File: config.mk
export PLATFORM = sky130hd
export DESIGN_NAME = mem_arbiter_flat
export DESIGN_NICKNAME = d
export VERILOG_FILES = /design/src/rtl/mem_arbiter_if.sv /design/src/rtl/mem_arbiter.sv /design/src/flat_wrapper.sv
export SDC_FILE = /design/constraint.sdc
export NUM_CORES = 1
export LEC_CHECK = 0
export ABC_AREA = 1
export CORE_AREA = 2 2 119 121
export DETAILED_ROUTE_END_ITERATION = 6
export DIE_AREA = 0 0 121 123
export GPL_ROUTABILITY_DRIVEN = 0
export PLACE_DENSITY = 0.67
export SLEW_MARGIN = 10
export SYNTH_ARGS = -nofsm -noshare
export SYNTH_HDL_FRONTEND = slang
export SYNTH_SLANG_ARGS = --single-unit
File: constraint.sdc
create_clock -name clk -period 4.35 [get_ports clk]
set_clock_uncertainty 0.05 [all_clocks]
set_input_delay 0.87 -clock clk [delete_from_list [all_inputs] [get_ports clk]]
set_output_delay 0.87 -clock clk [all_outputs]
set_load 0.01 [all_outputs]
File: src/rtl/mem_arbiter_if.sv
// Bundle of the fetch port, LSU port and shared memory port around mem_arbiter.
// slave is the arbiter's view; master is the view of whatever drives requesters and memory.
interface mem_arbiter_if;
  logic        imem_valid_i;
  logic        imem_ready_o;
  logic [31:0] imem_addr_i;
  logic [31:0] imem_wdata_i;
  logic [3:0]  imem_we_i;
  logic [31:0] imem_rdata_o;

  logic        dmem_valid_i;
  logic        dmem_ready_o;
  logic [31:0] dmem_addr_i;
  logic [31:0] dmem_wdata_i;
  logic [3:0]  dmem_we_i;
  logic [31:0] dmem_rdata_o;

  logic        mem_valid_o;
  logic        mem_ready_i;
  logic [31:0] mem_addr_o;
  logic [31:0] mem_wdata_o;
  logic [3:0]  mem_we_o;
  logic [31:0] mem_rdata_i;

  logic        err_o;

  modport slave (
    input  imem_valid_i, imem_addr_i, imem_wdata_i, imem_we_i,
    output imem_ready_o, imem_rdata_o,
    input  dmem_valid_i, dmem_addr_i, dmem_wdata_i, dmem_we_i,
    output dmem_ready_o, dmem_rdata_o,
    output mem_valid_o, mem_addr_o, mem_wdata_o, mem_we_o,
    input  mem_ready_i, mem_rdata_i,
    output err_o
  );

  modport master (
    output imem_valid_i, imem_addr_i, imem_wdata_i, imem_we_i,
    input  imem_ready_o, imem_rdata_o,
    output dmem_valid_i, dmem_addr_i, dmem_wdata_i, dmem_we_i,
    input  dmem_ready_o, dmem_rdata_o,
    input  mem_valid_o, mem_addr_o, mem_wdata_o, mem_we_o,
    output mem_ready_i, mem_rdata_i,
    input  err_o
  );
endinterface

File: src/rtl/mem_arbiter.sv
// Two-requester (fetch / LSU) arbiter onto one memory port with a per-access timeout.
// Define MEM_ARB_ROUND_ROBIN_EN to break idle ties against the last owner; otherwise the LSU wins ties.
module mem_arbiter #(
  parameter int unsigned TIMEOUT_CYCLES = 255
) (
  input  logic          clk,
  input  logic          rst_n,
  mem_arbiter_if.slave  bus
);

  localparam int unsigned CW = $clog2(TIMEOUT_CYCLES + 1);

  typedef enum logic [1:0] {
    IDLE   = 2'd0,
    BUSY_I = 2'd1,
    BUSY_D = 2'd2
  } state_t;

  state_t        state_q, state_d;
  logic [CW-1:0] cnt_q;
  logic          last_grant_q;   // 0: fetch, 1: LSU
  logic          owner_i, owner_d, busy;
  logic          grant_i, grant_d;
  logic          timeout, done, tie_to_d;

  assign owner_i = (state_q == BUSY_I);
  assign owner_d = (state_q == BUSY_D);
  assign busy    = owner_i | owner_d;
  assign timeout = busy && !bus.mem_ready_i && (cnt_q == CW'(TIMEOUT_CYCLES - 1));
  assign done    = busy && (bus.mem_ready_i || timeout);

`ifdef MEM_ARB_ROUND_ROBIN_EN
  assign tie_to_d = !last_grant_q;
`else
  assign tie_to_d = 1'b1;
`endif

  // The bus is silenced while reset is held so an access caught mid-flight never completes.
  assign grant_i = rst_n && owner_i;
  assign grant_d = rst_n && owner_d;

  assign bus.mem_valid_o  = grant_i | grant_d;
  assign bus.mem_addr_o   = grant_i ? bus.imem_addr_i  : grant_d ? bus.dmem_addr_i  : '0;
  assign bus.mem_wdata_o  = grant_i ? bus.imem_wdata_i : grant_d ? bus.dmem_wdata_i : '0;
  assign bus.mem_we_o     = grant_i ? bus.imem_we_i    : grant_d ? bus.dmem_we_i    : '0;
  assign bus.imem_ready_o = grant_i && done;
  assign bus.dmem_ready_o = grant_d && done;
  assign bus.err_o        = rst_n && timeout;
  assign bus.imem_rdata_o = bus.mem_rdata_i;
  assign bus.dmem_rdata_o = bus.mem_rdata_i;

  // NOTE: state_d is given its hold value before the case so no path leaves it unassigned (no latch).
  always_comb begin
    state_d = state_q;
    unique case (state_q)
      IDLE: begin
        if (bus.imem_valid_i && bus.dmem_valid_i) state_d = tie_to_d ? BUSY_D : BUSY_I;
        else if (bus.imem_valid_i)                state_d = BUSY_I;
        else if (bus.dmem_valid_i)                state_d = BUSY_D;
      end
      // On completion the owner's own valid is ignored: the other side or IDLE comes next.
      BUSY_I:  if (done) state_d = bus.dmem_valid_i ? BUSY_D : IDLE;
      BUSY_D:  if (done) state_d = bus.imem_valid_i ? BUSY_I : IDLE;
      default: state_d = IDLE;
    endcase
  end

  // NOTE: all registers use non-blocking assignments so every flop samples pre-edge values.
  always_ff @(posedge clk) begin
    if (!rst_n) begin
      state_q      <= IDLE;
      cnt_q        <= '0;
      last_grant_q <= 1'b0;
    end else begin
      state_q      <= state_d;
      cnt_q        <= (!busy || done) ? '0 : cnt_q + CW'(1);
      last_grant_q <= done ? owner_d : last_grant_q;
    end
  end

endmodule
File: src/flat_wrapper.sv
// flat-port wrapper written by rule: the top's interface ports become plain ports
module mem_arbiter_flat 
#(
  parameter int unsigned TIMEOUT_CYCLES = 255
)
  (clk, rst_n, bus_imem_valid_i, bus_imem_addr_i, bus_imem_wdata_i, bus_imem_we_i, bus_imem_ready_o, bus_imem_rdata_o, bus_dmem_valid_i, bus_dmem_addr_i, bus_dmem_wdata_i, bus_dmem_we_i, bus_dmem_ready_o, bus_dmem_rdata_o, bus_mem_valid_o, bus_mem_addr_o, bus_mem_wdata_o, bus_mem_we_o, bus_mem_ready_i, bus_mem_rdata_i, bus_err_o);
  mem_arbiter_if bus_i ();
  input  logic clk;
  input  logic rst_n;
  input wire logic [$bits(bus_i.imem_valid_i)-1:0] bus_imem_valid_i;
  input wire logic [$bits(bus_i.imem_addr_i)-1:0] bus_imem_addr_i;
  input wire logic [$bits(bus_i.imem_wdata_i)-1:0] bus_imem_wdata_i;
  input wire logic [$bits(bus_i.imem_we_i)-1:0] bus_imem_we_i;
  output wire logic [$bits(bus_i.imem_ready_o)-1:0] bus_imem_ready_o;
  output wire logic [$bits(bus_i.imem_rdata_o)-1:0] bus_imem_rdata_o;
  input wire logic [$bits(bus_i.dmem_valid_i)-1:0] bus_dmem_valid_i;
  input wire logic [$bits(bus_i.dmem_addr_i)-1:0] bus_dmem_addr_i;
  input wire logic [$bits(bus_i.dmem_wdata_i)-1:0] bus_dmem_wdata_i;
  input wire logic [$bits(bus_i.dmem_we_i)-1:0] bus_dmem_we_i;
  output wire logic [$bits(bus_i.dmem_ready_o)-1:0] bus_dmem_ready_o;
  output wire logic [$bits(bus_i.dmem_rdata_o)-1:0] bus_dmem_rdata_o;
  output wire logic [$bits(bus_i.mem_valid_o)-1:0] bus_mem_valid_o;
  output wire logic [$bits(bus_i.mem_addr_o)-1:0] bus_mem_addr_o;
  output wire logic [$bits(bus_i.mem_wdata_o)-1:0] bus_mem_wdata_o;
  output wire logic [$bits(bus_i.mem_we_o)-1:0] bus_mem_we_o;
  input wire logic [$bits(bus_i.mem_ready_i)-1:0] bus_mem_ready_i;
  input wire logic [$bits(bus_i.mem_rdata_i)-1:0] bus_mem_rdata_i;
  output wire logic [$bits(bus_i.err_o)-1:0] bus_err_o;
  assign bus_i.imem_valid_i = bus_imem_valid_i;
  assign bus_i.imem_addr_i = bus_imem_addr_i;
  assign bus_i.imem_wdata_i = bus_imem_wdata_i;
  assign bus_i.imem_we_i = bus_imem_we_i;
  assign bus_imem_ready_o = bus_i.imem_ready_o;
  assign bus_imem_rdata_o = bus_i.imem_rdata_o;
  assign bus_i.dmem_valid_i = bus_dmem_valid_i;
  assign bus_i.dmem_addr_i = bus_dmem_addr_i;
  assign bus_i.dmem_wdata_i = bus_dmem_wdata_i;
  assign bus_i.dmem_we_i = bus_dmem_we_i;
  assign bus_dmem_ready_o = bus_i.dmem_ready_o;
  assign bus_dmem_rdata_o = bus_i.dmem_rdata_o;
  assign bus_mem_valid_o = bus_i.mem_valid_o;
  assign bus_mem_addr_o = bus_i.mem_addr_o;
  assign bus_mem_wdata_o = bus_i.mem_wdata_o;
  assign bus_mem_we_o = bus_i.mem_we_o;
  assign bus_i.mem_ready_i = bus_mem_ready_i;
  assign bus_i.mem_rdata_i = bus_mem_rdata_i;
  assign bus_err_o = bus_i.err_o;
  mem_arbiter #(.TIMEOUT_CYCLES(TIMEOUT_CYCLES)) u_core (.clk(clk), .rst_n(rst_n), .bus(bus_i));
endmodule
# Word level (Yosys, flattened, before mapping)
# Index checks and enable logic that the tools add are counted.
# Widths: inputs -> output; s select.
dict set report totals {
  regBits 10
  input_bits 173
  word_cells 42
}
dict set report op_classes {
  n_addsub 1
  n_eq_ne 6
  n_mux 14
  bitwise 3
  reduce_logical 16
}
# op count
set op_table {}
lappend op_table {{$mux 32} 4}
lappend op_table {{$mux 2} 6}
lappend op_table {{$logic_and 1x1->1} 9}
lappend op_table {{$add 8x1->8 const B} 1}
lappend op_table {{$eq 8x8->1 const B} 1}
lappend op_table {{$mux 4} 2}
lappend op_table {{$pmux 2 s3} 1}
lappend op_table {{$ne 2x2->1 const B} 2}
lappend op_table {{$ne 4x3->1 const B} 1}
lappend op_table {{$reduce_and 3->1} 1}
lappend op_table {{$eq 2x1->1 const B} 1}
lappend op_table {{$eq 2x2->1 const B} 1}
lappend op_table {{$logic_not 1->1} 2}
lappend op_table {{$logic_not 2->1} 1}
lappend op_table {{$logic_or 1x1->1} 2}
lappend op_table {{$or 1x1->1} 2}
lappend op_table {{$reduce_or 2->1} 1}
lappend op_table {{$mux 1} 1}
lappend op_table {{$not 1->1} 1}

# Logic depth before layout (Yosys ltp)
dict set report logic_depth {
  word_depth 8
  depth_mapped 11
}

# Worst setup path before layout
# Ideal clock, no wire load.
dict set report synth_path {
  path_kind {input to output}
  start {in rst_n}
  end {out bus_mem_addr_o[10]}
  arrival_ns 1.526
  required_time_ns 3.430
  slack_ns 1.904
  cell_stages 4
  path_cell_list {buf_2 buf_1 nand3_1 o21ai_0}
}
dict set report synth_between {
  elab_chain_len 3
  elab_cells_between_ends 4
}
# item line
set synth_lines {}
lappend synth_lines {{start: declaration} flat_wrapper.sv:9} ;# input logic rst_n;
lappend synth_lines {{$logic_and 1x1->1} mem_arbiter.sv:40} ;# assign grant_d = rst_n && owner_d;
lappend synth_lines {{$mux 32} mem_arbiter.sv:43} ;# assign bus.mem_addr_o = grant_i ? bus.imem_addr_i : grant_d ? bus.dmem_addr_i : '0;
lappend synth_lines {{$mux 32 *} mem_arbiter.sv:43}
lappend synth_lines {{end: declaration} flat_wrapper.sv:23} ;# output wire logic [$bits(bus_i.mem_addr_o)-1:0] bus_mem_addr_o;
# Every way passes the cells marked *; elsewhere a longest branch is shown, timed or not.

# Final worst setup path
dict set report layout_path {
  start {in rst_n}
  end {out bus_mem_wdata_o[30]}
}
dict set report layout_between {
  elab_chain_len 3
  elab_cells_between_ends 4
}
# item line
set layout_lines {}
lappend layout_lines {{$logic_and 1x1->1} mem_arbiter.sv:40}
lappend layout_lines {{$mux 32} mem_arbiter.sv:44} ;# assign bus.mem_wdata_o = grant_i ? bus.imem_wdata_i : grant_d ? bus.dmem_wdata_i : '0;
lappend layout_lines {{$mux 32 *} mem_arbiter.sv:44}
lappend layout_lines {{end: declaration} flat_wrapper.sv:24} ;# output wire logic [$bits(bus_i.mem_wdata_o)-1:0] bus_mem_wdata_o;
# Marks and branches as above.

==> results.yml <==
timing:
  fmax_mhz: 279.0
  fin_ws_ns: 0.7663
  post-route-min-period_ns: 3.584
  finalCritPeriodShare_pct: 82.38
  relSlewSlack_pct: 47.91
  worstMarginPinSlew_ns: 0.7814
  hold_violations: 0
  setup_viol: 0
  hold_ws_ns: 0.4155
  fin_setup_tns_ns: 0
  maxSlewViolCount: 0
  rsz0062_at_grt: "false"
cts:
  h-tree-depth: 1
  clock-sinks: 10
  cts_tree: "done"
  cts-buffers-inserted: 3
  cts-root-buf: "clkbuf_16"
  clkTransAtPathRegs_ns: 0.04
  clk_latency_ns: 0.23
  cts_hold_buf: 0
  cts.path.max_buffers: 2
  cts_setup_buffers: 0
  post_cts_resized: 0
yosys:
  synth_area_mm2: 0.002146
  synth_seq_area_share_pct: 9.329
  ys_ff_latch: 10
  synth-edff-count: 0
  synth_fp_nets: 558
  ys_warn_count: 0
  synth_top_area_share_pct: 23.09
  async_reset_ff_share_pct: 0
  avgSynthCellArea_um2: 5.662
  synthTopCellsByCount: "nand2_1, nand3_1, buf_4, o21ai_0, nor2_1"
  synthFlopType: "dfxtp_1"
  synthTopCellsByArea: "buf_4, nand3_1, o21ai_0"
  yosysTopAreaCell: "buf_4"
  netlist_instances: 379
  yosys.cell_types.count: 24
  yosysMostFrequentCell: "nand2_1"
min_path:
  worstHoldPathType: "register to register"
routing:
  wl_um: 9914
  wl_per_cell_um: 14.41
  via_count: 2914
  route.antenna.remaining_nets: 0
  first_pass_iters: 4
  via_per_inst: 4.235
  first_iter_violations: 137
  drc_errors: 0
floorplanning:
  start_util_pct: 15.76
  coreArea_mm2: 0.01361
  rows: 43
  fp.dieH_um: 123
  io-pin-count: 309
  die_x_um: 121
  die_area_mm2: 0.01488
layout:
  fin_nets: 688
  area.sequential_um2: 200.2
  drive_above_1_share_pct: 3.937
  diodes: 0
  synthToLayoutAreaGrowth_pct: 86.82
  multi_input_area_mm2: 0.001287
  num-fill-cells: 1501
global_route:
  grt_pass1_vias: 2732
  grt_max_degree: 72
  grt_pass1_wl_um: 14450
  grt_usage_pct: 12.11
  antenna_found_initial: 0
  overflow: 0
setup_path:
  worstPathRequired_ns: 3.43
  crit_type: "input port to output pin"
  cp-end-kind: "output pin"
  startpoint_type: "input port"
  slowest_stage: "clkdlybuf4s50_1"
  crit_chain: "buf_2, nand2_2, buf_4, o21ai_0, clkdlybuf4s50_1"
  arrival_ns: 2.66
  critPathMaxStageDelay_ns: 0.60
  path_max_fanout: 46
power_and_ir_drop:
  power_density_mw_per_mm2: 281.1
  power_mw: 1.127
  p_leak_nw: 1.518
  ir_worst_vdd_v: 0.0002162
flow_run:
  max-cap-violations: 0
placement:
  port_buffers: 212
  preCtsSetupSlack_ns: 0.7747
  place_hpwl_um: 7616
outcome:
  status: "completed"
[registers in the layout (all words and copies together), names as in the netlist]
register	count
u_core.state_q	2
u_core.cnt_q	8
[final cells by class]
cell class | instances | area share, %
Clock buffer | 4 | 2.216
Inverter | 10 | 0.9363
Multi-Input combinational cell | 265 | 32.12
Sequential cell | 10 | 4.994
Tap cell | 180 | 5.618
Timing Repair Buffer | 219 | 54.12
[through the flow]
step | util (%) | cells | area, um2
2_1_floorplan | - | 379 | 2146
3_3_place_gp | 28.80 | 684 | 3920
3_5_place_dp | 28.80 | 684 | 3920
4_1_cts | 29.45 | 688 | 4009
5_1_grt | 29.45 | 688 | 4009
6_report | 29.45 | 688 | 4009
[power by group]
part	switching (mW)	internal, mW
registers	0.00940	0.102
clock network	0.0403	0.138
logic	0.422	0.416
[final timing paths]
kind,startpoint,endpoint,slack [ns],cells after the start
min,u_core.cnt_q[0]$_SDFF_PP0_,u_core.cnt_q[0]$_SDFF_PP0_,0.42,1
max,rst_n,bus_mem_wdata_o[30],0.77,5
min reg2reg,u_core.cnt_q[0]$_SDFF_PP0_,u_core.cnt_q[0]$_SDFF_PP0_,0.42,1
max reg2reg,u_core.state_q[1]$_SDFFE_PN0P_,u_core.state_q[0]$_SDFFE_PN0P_,2.48,7
[placed cells by master (no fill, tap or decap), types with 2 or more instances in the layout]
cell | Yosys | routed
o21ai_1 | 2 | 2
nor2_1 | 16 | 16
a21oi_1 | 3 | 3
inv_1 | 9 | 9
xor2_1 | 2 | 2
o21ai_0 | 66 | 66
or2_2 | 2 | 2
xnor2_1 | 3 | 3
clkbuf_16 | 0 | 3
ha_1 | 6 | 5
dfxtp_1 | 10 | 10
nand2_1 | 83 | 82
nand3_1 | 73 | 73
o211ai_1 | 2 | 2
nand2_2 | 2 | 3
buf_4 | 66 | 7
nand4_1 | 2 | 2
clkdlybuf4s50_1 | 0 | 211
[worst max-delay path, delay by kind of cell]
| kind | cells | cell delay [ns] |
|---|---|---|
| buffers and inverters | 3 | 1.17 |
| AO/OA/AOI/OAI | 1 | 0.30 |
| AND/OR/NAND/NOR | 1 | 0.29 |
[logic make-up after synthesis]
group,count (synthesis),share of synthesized area [%]
AO/OA/AOI/OAI,73,17.26
XOR/XNOR,5,2.041
adder cells (fa/ha/maj),6,3.498
buffers and inverters,104,30.90
flip-flops,10,9.329
AND/OR/NAND/NOR,181,36.97
[metal layers]
layer | track usage [%] | vias to the layer above | share of wire, %
li1 | - | 1451 | -
met1 | 15.41 | 1285 | 44
met2 | 20.01 | 144 | 45
met3 | 2.906 | 34 | 8.4
met4 | 4.142 | 0 | 2.8
met5 | 0 | - | 0
(Power assumes the default switching activity.)
